<file path="config.mk">
export PLATFORM = sky130hd
export DESIGN_NAME = trng_postproc
export DESIGN_NICKNAME = d
export VERILOG_FILES = /design/src/rtl/trng_postproc.sv
export SDC_FILE = /design/constraint.sdc
export NUM_CORES = 1
export LEC_CHECK = 0
export ABC_AREA = 1
export CELL_PAD_IN_SITES_DETAIL_PLACEMENT = 1
export CELL_PAD_IN_SITES_GLOBAL_PLACEMENT = 2
export CORE_ASPECT_RATIO = 0.6
export CORE_MARGIN = 2
export CORE_UTILIZATION = 32
export CTS_CLUSTER_SIZE = 8
export DETAILED_ROUTE_END_ITERATION = 8
export GPL_TIMING_DRIVEN = 0
export PLACE_DENSITY = 0.82
export REMOVE_ABC_BUFFERS = 1
export SLEW_MARGIN = 20
export SYNTH_ARGS = -nofsm -noshare
export SYNTH_HDL_FRONTEND = slang
export SYNTH_SLANG_ARGS = --single-unit
</file>
<file path="constraint.sdc">
create_clock -name clk -period 1.9 [get_ports clk]
set_input_delay 0.19 -clock clk [delete_from_list [all_inputs] [get_ports clk]]
set_output_delay 0.19 -clock clk [all_outputs]
set_load 0.02 [all_outputs]
</file>
<file path="src/rtl/trng_postproc.sv">
// trng_postproc: raw-bit synchroniser, Von Neumann corrector, MSB-first word packer
// and output register. Define TRNG_HEALTH_EN to add the repetition-count health test.
module trng_postproc #(
   parameter int OUT_W      = 8,
   parameter int RCT_CUTOFF = 31
) (
   input  logic             clk,
   input  logic             rst_n,
   input  logic             en,
   input  logic             raw_bit,
   input  logic             raw_valid,
   input  logic             vn_en,
   output logic [OUT_W-1:0] data_out,
   output logic             data_valid,
   input  logic             data_ready,
   output logic [7:0]       drop_cnt,
   output logic             health_fail,
   input  logic             clr_fail
);

   localparam int CW = $clog2(OUT_W);

   localparam logic [0:0] ST_EMPTY = 1'b0;
   localparam logic [0:0] ST_HAVE1 = 1'b1;

   // raw_valid takes the same two flops as raw_bit so (sb, sv) stay aligned
   logic sync1;
   logic sb;
   logic vld1;
   logic sv;

   always_ff @(posedge clk or negedge rst_n) begin
      if (!rst_n) begin
         sync1 <= 1'b0;
         sb    <= 1'b0;
         vld1  <= 1'b0;
         sv    <= 1'b0;
      end else begin
         sync1 <= raw_bit;
         sb    <= sync1;
         vld1  <= raw_valid;
         sv    <= vld1;
      end
   end

   logic [0:0] vn_state;
   logic [0:0] vn_state_n;
   logic       first_bit;
   logic       first_bit_n;
   logic       emit;
   logic       emit_bit;

   // Corrector off or block disabled: pair state collapses to EMPTY, dropping any stored bit
   always_comb begin
      vn_state_n  = vn_state;
      first_bit_n = first_bit;
      emit        = 1'b0;
      emit_bit    = sb;
      if (!en || !vn_en) begin
         vn_state_n = ST_EMPTY;
         emit       = en & sv;
      end else if (sv) begin
         case (vn_state)
            ST_EMPTY: begin
               first_bit_n = sb;
               vn_state_n  = ST_HAVE1;
            end
            default: begin
               vn_state_n = ST_EMPTY;
               emit       = first_bit ^ sb;
               emit_bit   = first_bit;
            end
         endcase
      end
   end

   logic emit_v;
   logic emit_b;

   always_ff @(posedge clk or negedge rst_n) begin
      if (!rst_n) begin
         vn_state  <= ST_EMPTY;
         first_bit <= 1'b0;
         emit_v    <= 1'b0;
         emit_b    <= 1'b0;
      end else begin
         vn_state  <= vn_state_n;
         first_bit <= first_bit_n;
         emit_v    <= emit;
         emit_b    <= emit_bit;
      end
   end

   logic [OUT_W-2:0] sh;
   logic [CW-1:0]    cnt;
   logic [OUT_W-1:0] word;
   logic             word_done;

   assign word      = {sh, emit_b};
   assign word_done = en && emit_v && (cnt == CW'(OUT_W - 1));

   always_ff @(posedge clk or negedge rst_n) begin
      if (!rst_n) begin
         sh  <= '0;
         cnt <= '0;
      end else if (!en) begin
         sh  <= '0;
         cnt <= '0;
      end else if (emit_v) begin
         sh  <= word[OUT_W-2:0];
         cnt <= word_done ? '0 : cnt + CW'(1);
      end
   end

   // Handshake: a word transfers on any clk edge where data_valid && data_ready;
   // data_out is held while data_valid && !data_ready, and a new word may load
   // in the same cycle the current one is consumed.
   logic load_ok;
   logic load_req;

   assign load_ok  = !data_valid || data_ready;
   assign load_req = word_done && !health_fail;

   always_ff @(posedge clk or negedge rst_n) begin
      if (!rst_n) begin
         data_out   <= '0;
         data_valid <= 1'b0;
         drop_cnt   <= 8'd0;
      end else if (load_req && load_ok) begin
         data_out   <= word;
         data_valid <= 1'b1;
      end else if (load_req) begin
         if (drop_cnt != 8'hFF)
            drop_cnt <= drop_cnt + 8'd1;
      end else if (data_valid && data_ready) begin
         data_valid <= 1'b0;
      end
   end

`ifdef TRNG_HEALTH_EN
   logic [5:0] run;
   logic [5:0] run_n;
   logic       prev_bit;
   logic       trip;

   // Run length of identical raw bits, counted before correction and saturating at 63
   always_comb begin
      if (run != 6'd0 && sb == prev_bit)
         run_n = (run == 6'd63) ? run : run + 6'd1;
      else
         run_n = 6'd1;
   end

   always_ff @(posedge clk or negedge rst_n) begin
      if (!rst_n) begin
         run         <= 6'd0;
         prev_bit    <= 1'b0;
         trip        <= 1'b0;
         health_fail <= 1'b0;
      end else begin
         if (sv) begin
            run      <= run_n;
            prev_bit <= sb;
         end
         trip <= sv && (run_n >= 6'(RCT_CUTOFF));
         // a trip arriving with clr_fail keeps the flag set
         if (trip)
            health_fail <= 1'b1;
         else if (clr_fail)
            health_fail <= 1'b0;
      end
   end
`else
   logic unused_clr_fail;
   assign unused_clr_fail = clr_fail;
   assign health_fail     = 1'b0;
`endif

endmodule

</file>
==> summary.txt <==
Synthesis
  • Sequential fraction of the synthesis area: 55.4%
  • Flop and latch count out of synthesis: 35
  • Count of synthesis-stage warnings from yosys: 0
  • Mean post-synth cell area: 9.75 µm²
  • Cell area after technology mapping: 1580 µm²
  • Synth Instances: 162
  • Count of different cell masters after synthesis: 24

Power
  • Peak ir drop on the vdd network: 424 µV
  • Logic gate share of total power: 4.9%
  • Sequential Power Share: 54.0%
  • Power Internal: 1.12 mW
  • Leakage power: 0.905 nW
  • Pwr/cell area: 716 nW/µm²
  • Switching power as a share of total power: 21.8%
  • Total net switching power: 311 µW
  • Clk pwr share: 41.1%

Route
  • First-pass DRT Iterations: 2
  • Final routed wire length divided by cell count: 13.2 µm
  • Overall routed net length: 3360 µm
  • Total number of vias: 1,166
  • DR iter-0 viols: 27
  • Remaining DRCs: 0
  • Via-to-Cell Ratio: 4.57
  • Number of nets with antenna violations after detailed routing: 0

Worst setup path
  • Data required time at the worst endpoint: 1.71 ns
  • Max Fanout on Critical Path: 6
  • Worst path slowest cell: sky130_fd_sc_hd__clkdlybuf4s50_1
  • Register-to-register setup slack: 0.36 ns
  • Buf+Inv Stages, Crit Path: 1
  • Critical path's largest stage delay: 0.65 ns
  • Category of the critical setup timing path: reg2out
  • Cells along the critical path: clkdlybuf4s50_1
  • Startpoint type of the worst setup path: flip-flop
  • Endpoint kind of the worst setup timing path: primary output
  • Worst flop-to-flop path startpoint: cnt[0]
  • Data arrival time of the critical path: 1.41 ns
  • Worst R2R End: data_out[6]
  • Worst reg2reg path depth: 5
  • Critical path's top delay family: buffers and inverters

Clock tree
  • # clock sinks: 35
  • Clk buf depth: 2
  • Clock transition at the registers of the reported paths: 0.07 ns
  • Skew-Pair Late Insertion Delay: 0.28 ns
  • Total clock buffers created by CTS: 5
  • Hold buffer count at cts: 1
  • Cts repair resizes: 0
  • TritonCTS clock tree: built
  • Root buffer selected by CTS: sky130_fd_sc_hd__clkbuf_8
  • Maximum level of the CTS H-tree: 2
  • Buffers inserted during post-CTS setup optimization: 0

Final layout
  • ANT cells: 0
  • Syn-to-layout area delta: 26.0%
  • Non-filler instance count after layout: 255
  • Top library cells by usage in the layout, fill and taps aside: sky130_fd_sc_hd__nand2_1, sky130_fd_sc_hd__dfrtp_1, sky130_fd_sc_hd__clkdlybuf4s50_1
  • NumNets Final: 202
  • Most common cell after layout, fill and taps aside: sky130_fd_sc_hd__nand2_1
  • Filler Cells Inserted: 546
  • Layout cell share with drive strength beyond 1: 15.1%

Placed design
  • Final GP Congestion: 0.727
  • Detail Placement HPWL: 2540 µm
  • I/O Buffers: 23
  • Instance count after placement with tap cells included: 246

GRT
  • Number of antenna violations at the first check in global routing: 0
  • Largest net degree at the start of global routing: 29
  • Combined global-route utilization of all metal layers: 14.5%
  • GR Overflow Total: 0
  • Global-route wire length before repair: 6060 µm
  • Via count of the first global-routing pass: 1,231

Die
  • Overall die height: 58.4 µm
  • Width of the die: 94.7 µm
  • Number of cell rows: 19
  • Starting density of the core: 33.9%
  • Die Outline Area: 5530 µm²
  • I/O pin count: 26
  • Area of the core region: 4660 µm²

Timing
  • Final critical-path share of the clock period: 84.1%
  • Post-route minimum period: 1.60 ns
  • Finish-stage setup viols: 0
  • FMAX: 626 MHz
  • Clock skew after layout: 0.00615 ns
  • Number of hold-slack violations in the final timing report: 0
  • Final number of max-transition violations: 0
  • RSZ-0062 raised after global routing: no
  • Final sum of negative setup slack: 0 ns

Flow run
  • Number of maximum-capacitance constraint violations: 0

Min path
  • Min-delay worst type: in2async

Run status
  • Outcome: completed
==> metrics by stage <==
stage	hold slack (ns)	instance area, µm²	utilization (%)	setup slack, ns	total power, mW
finish	0.276	1990	42.7	0.302	1.43
global placement	0.339	1870	40.1	-0.143	0.845
CTS	0.281	1990	42.7	0.289	1.45
detailed placement	0.0488	1880	40.4	0.201	0.855
global route	0.293	1990	42.7	0.221	1.50
floorplan	-0.106	1560	-	0.537	0.808
==> cell usage after synthesis <==
cell type | n | share of area (%)
sky130_fd_sc_hd__o31ai_1 | 1 | 0.48
sky130_fd_sc_hd__nand2_1 | 46 | 11
sky130_fd_sc_hd__o21ai_0 | 5 | 1.6
sky130_fd_sc_hd__a21oi_1 | 1 | 0.32
sky130_fd_sc_hd__nor2_1 | 7 | 1.7
sky130_fd_sc_hd__clkinv_1 | 2 | 0.48
sky130_fd_sc_hd__nand2_2 | 3 | 1.2
sky130_fd_sc_hd__nor2_2 | 1 | 0.40
sky130_fd_sc_hd__nand3_2 | 1 | 0.63
sky130_fd_sc_hd__nand2_4 | 2 | 1.4
sky130_fd_sc_hd__nand4_4 | 1 | 1.3
sky130_fd_sc_hd__nor2_8 | 1 | 1.3
sky130_fd_sc_hd__ha_1 | 3 | 2.4
sky130_fd_sc_hd__buf_4 | 3 | 1.4
sky130_fd_sc_hd__nand3_4 | 1 | 1.1
sky130_fd_sc_hd__nand3_1 | 8 | 2.5
sky130_fd_sc_hd__inv_1 | 18 | 4.3
sky130_fd_sc_hd__nand4_1 | 1 | 0.40
sky130_fd_sc_hd__o22ai_1 | 7 | 2.8
sky130_fd_sc_hd__clkinv_4 | 1 | 0.55
sky130_fd_sc_hd__conb_1 | 1 | 0.24
sky130_fd_sc_hd__o21ai_2 | 9 | 5.0
sky130_fd_sc_hd__dfrtp_1 | 35 | 55
sky130_fd_sc_hd__xnor2_1 | 4 | 2.2
==> metal layers <==
layer / up-vias / GRT usage, % / part of all wire [%]
met2: 17 / 22.7 / 47
met4: 0 / 6.00 / 0.54
met3: 2 / 4.35 / 2.8
met1: 575 / 19.0 / 49
li1: 572 / - / -
met5: - / 0 / 0
==> final cells by class <==
type / instances / area (µm²) / share of cell area [%]
Sequential cell: 35 / 876 / 44.0
Tap cell: 63 / 78.8 / 3.96
Clock buffer: 8 / 100 / 5.03
Timing Repair Buffer: 25 / 255 / 12.8
Multi-Input combinational cell: 103 / 598 / 30.0
Inverter: 21 / 83.8 / 4.21
==> worst max-delay path by stage <==
| stage | from | end | depth (start not counted) |
|---|---|---|---|
| floorplan | cnt[0] | drop_cnt[7] | 8 |
| global placement | rst_n | drop_cnt[6] | 1 |
| detailed placement | en | data_out[6] | 4 |
| CTS | drop_cnt[3] | drop_cnt[3] | 1 |
| global route | cnt[0] | data_out[6] | 5 |
| finish | drop_cnt[3] | drop_cnt[3] | 1 |
==> power groups by stage <==
stage               clock network (mW)  registers [mW]  logic (mW)
finish                           0.586           0.771      0.0703
global route                     0.652           0.772      0.0797
CTS                              0.608           0.771      0.0722
detailed placement                   0           0.785      0.0696
global placement                     0           0.783      0.0616
floorplan                            0           0.782      0.0260
==> sequential cells by signal, summed over array words and instances (netlist names), 3 cells and up <==
signal    cells
data_out      8
drop_cnt      8
sh            7
cnt           3
==> cells by family after synthesis <==
| family | Yosys count | share of synthesized area [%] |
|---|---|---|
| simple gates | 72 | 22.9 |
| other cells | 1 | 0.237 |
| xor+xnor | 4 | 2.22 |
| flops | 35 | 55.4 |
| buf+inv | 24 | 6.73 |
| compound gates | 23 | 10.1 |
| fa+ha+maj | 3 | 2.38 |
No activity file was read; power rests on OpenSTA's default activity.
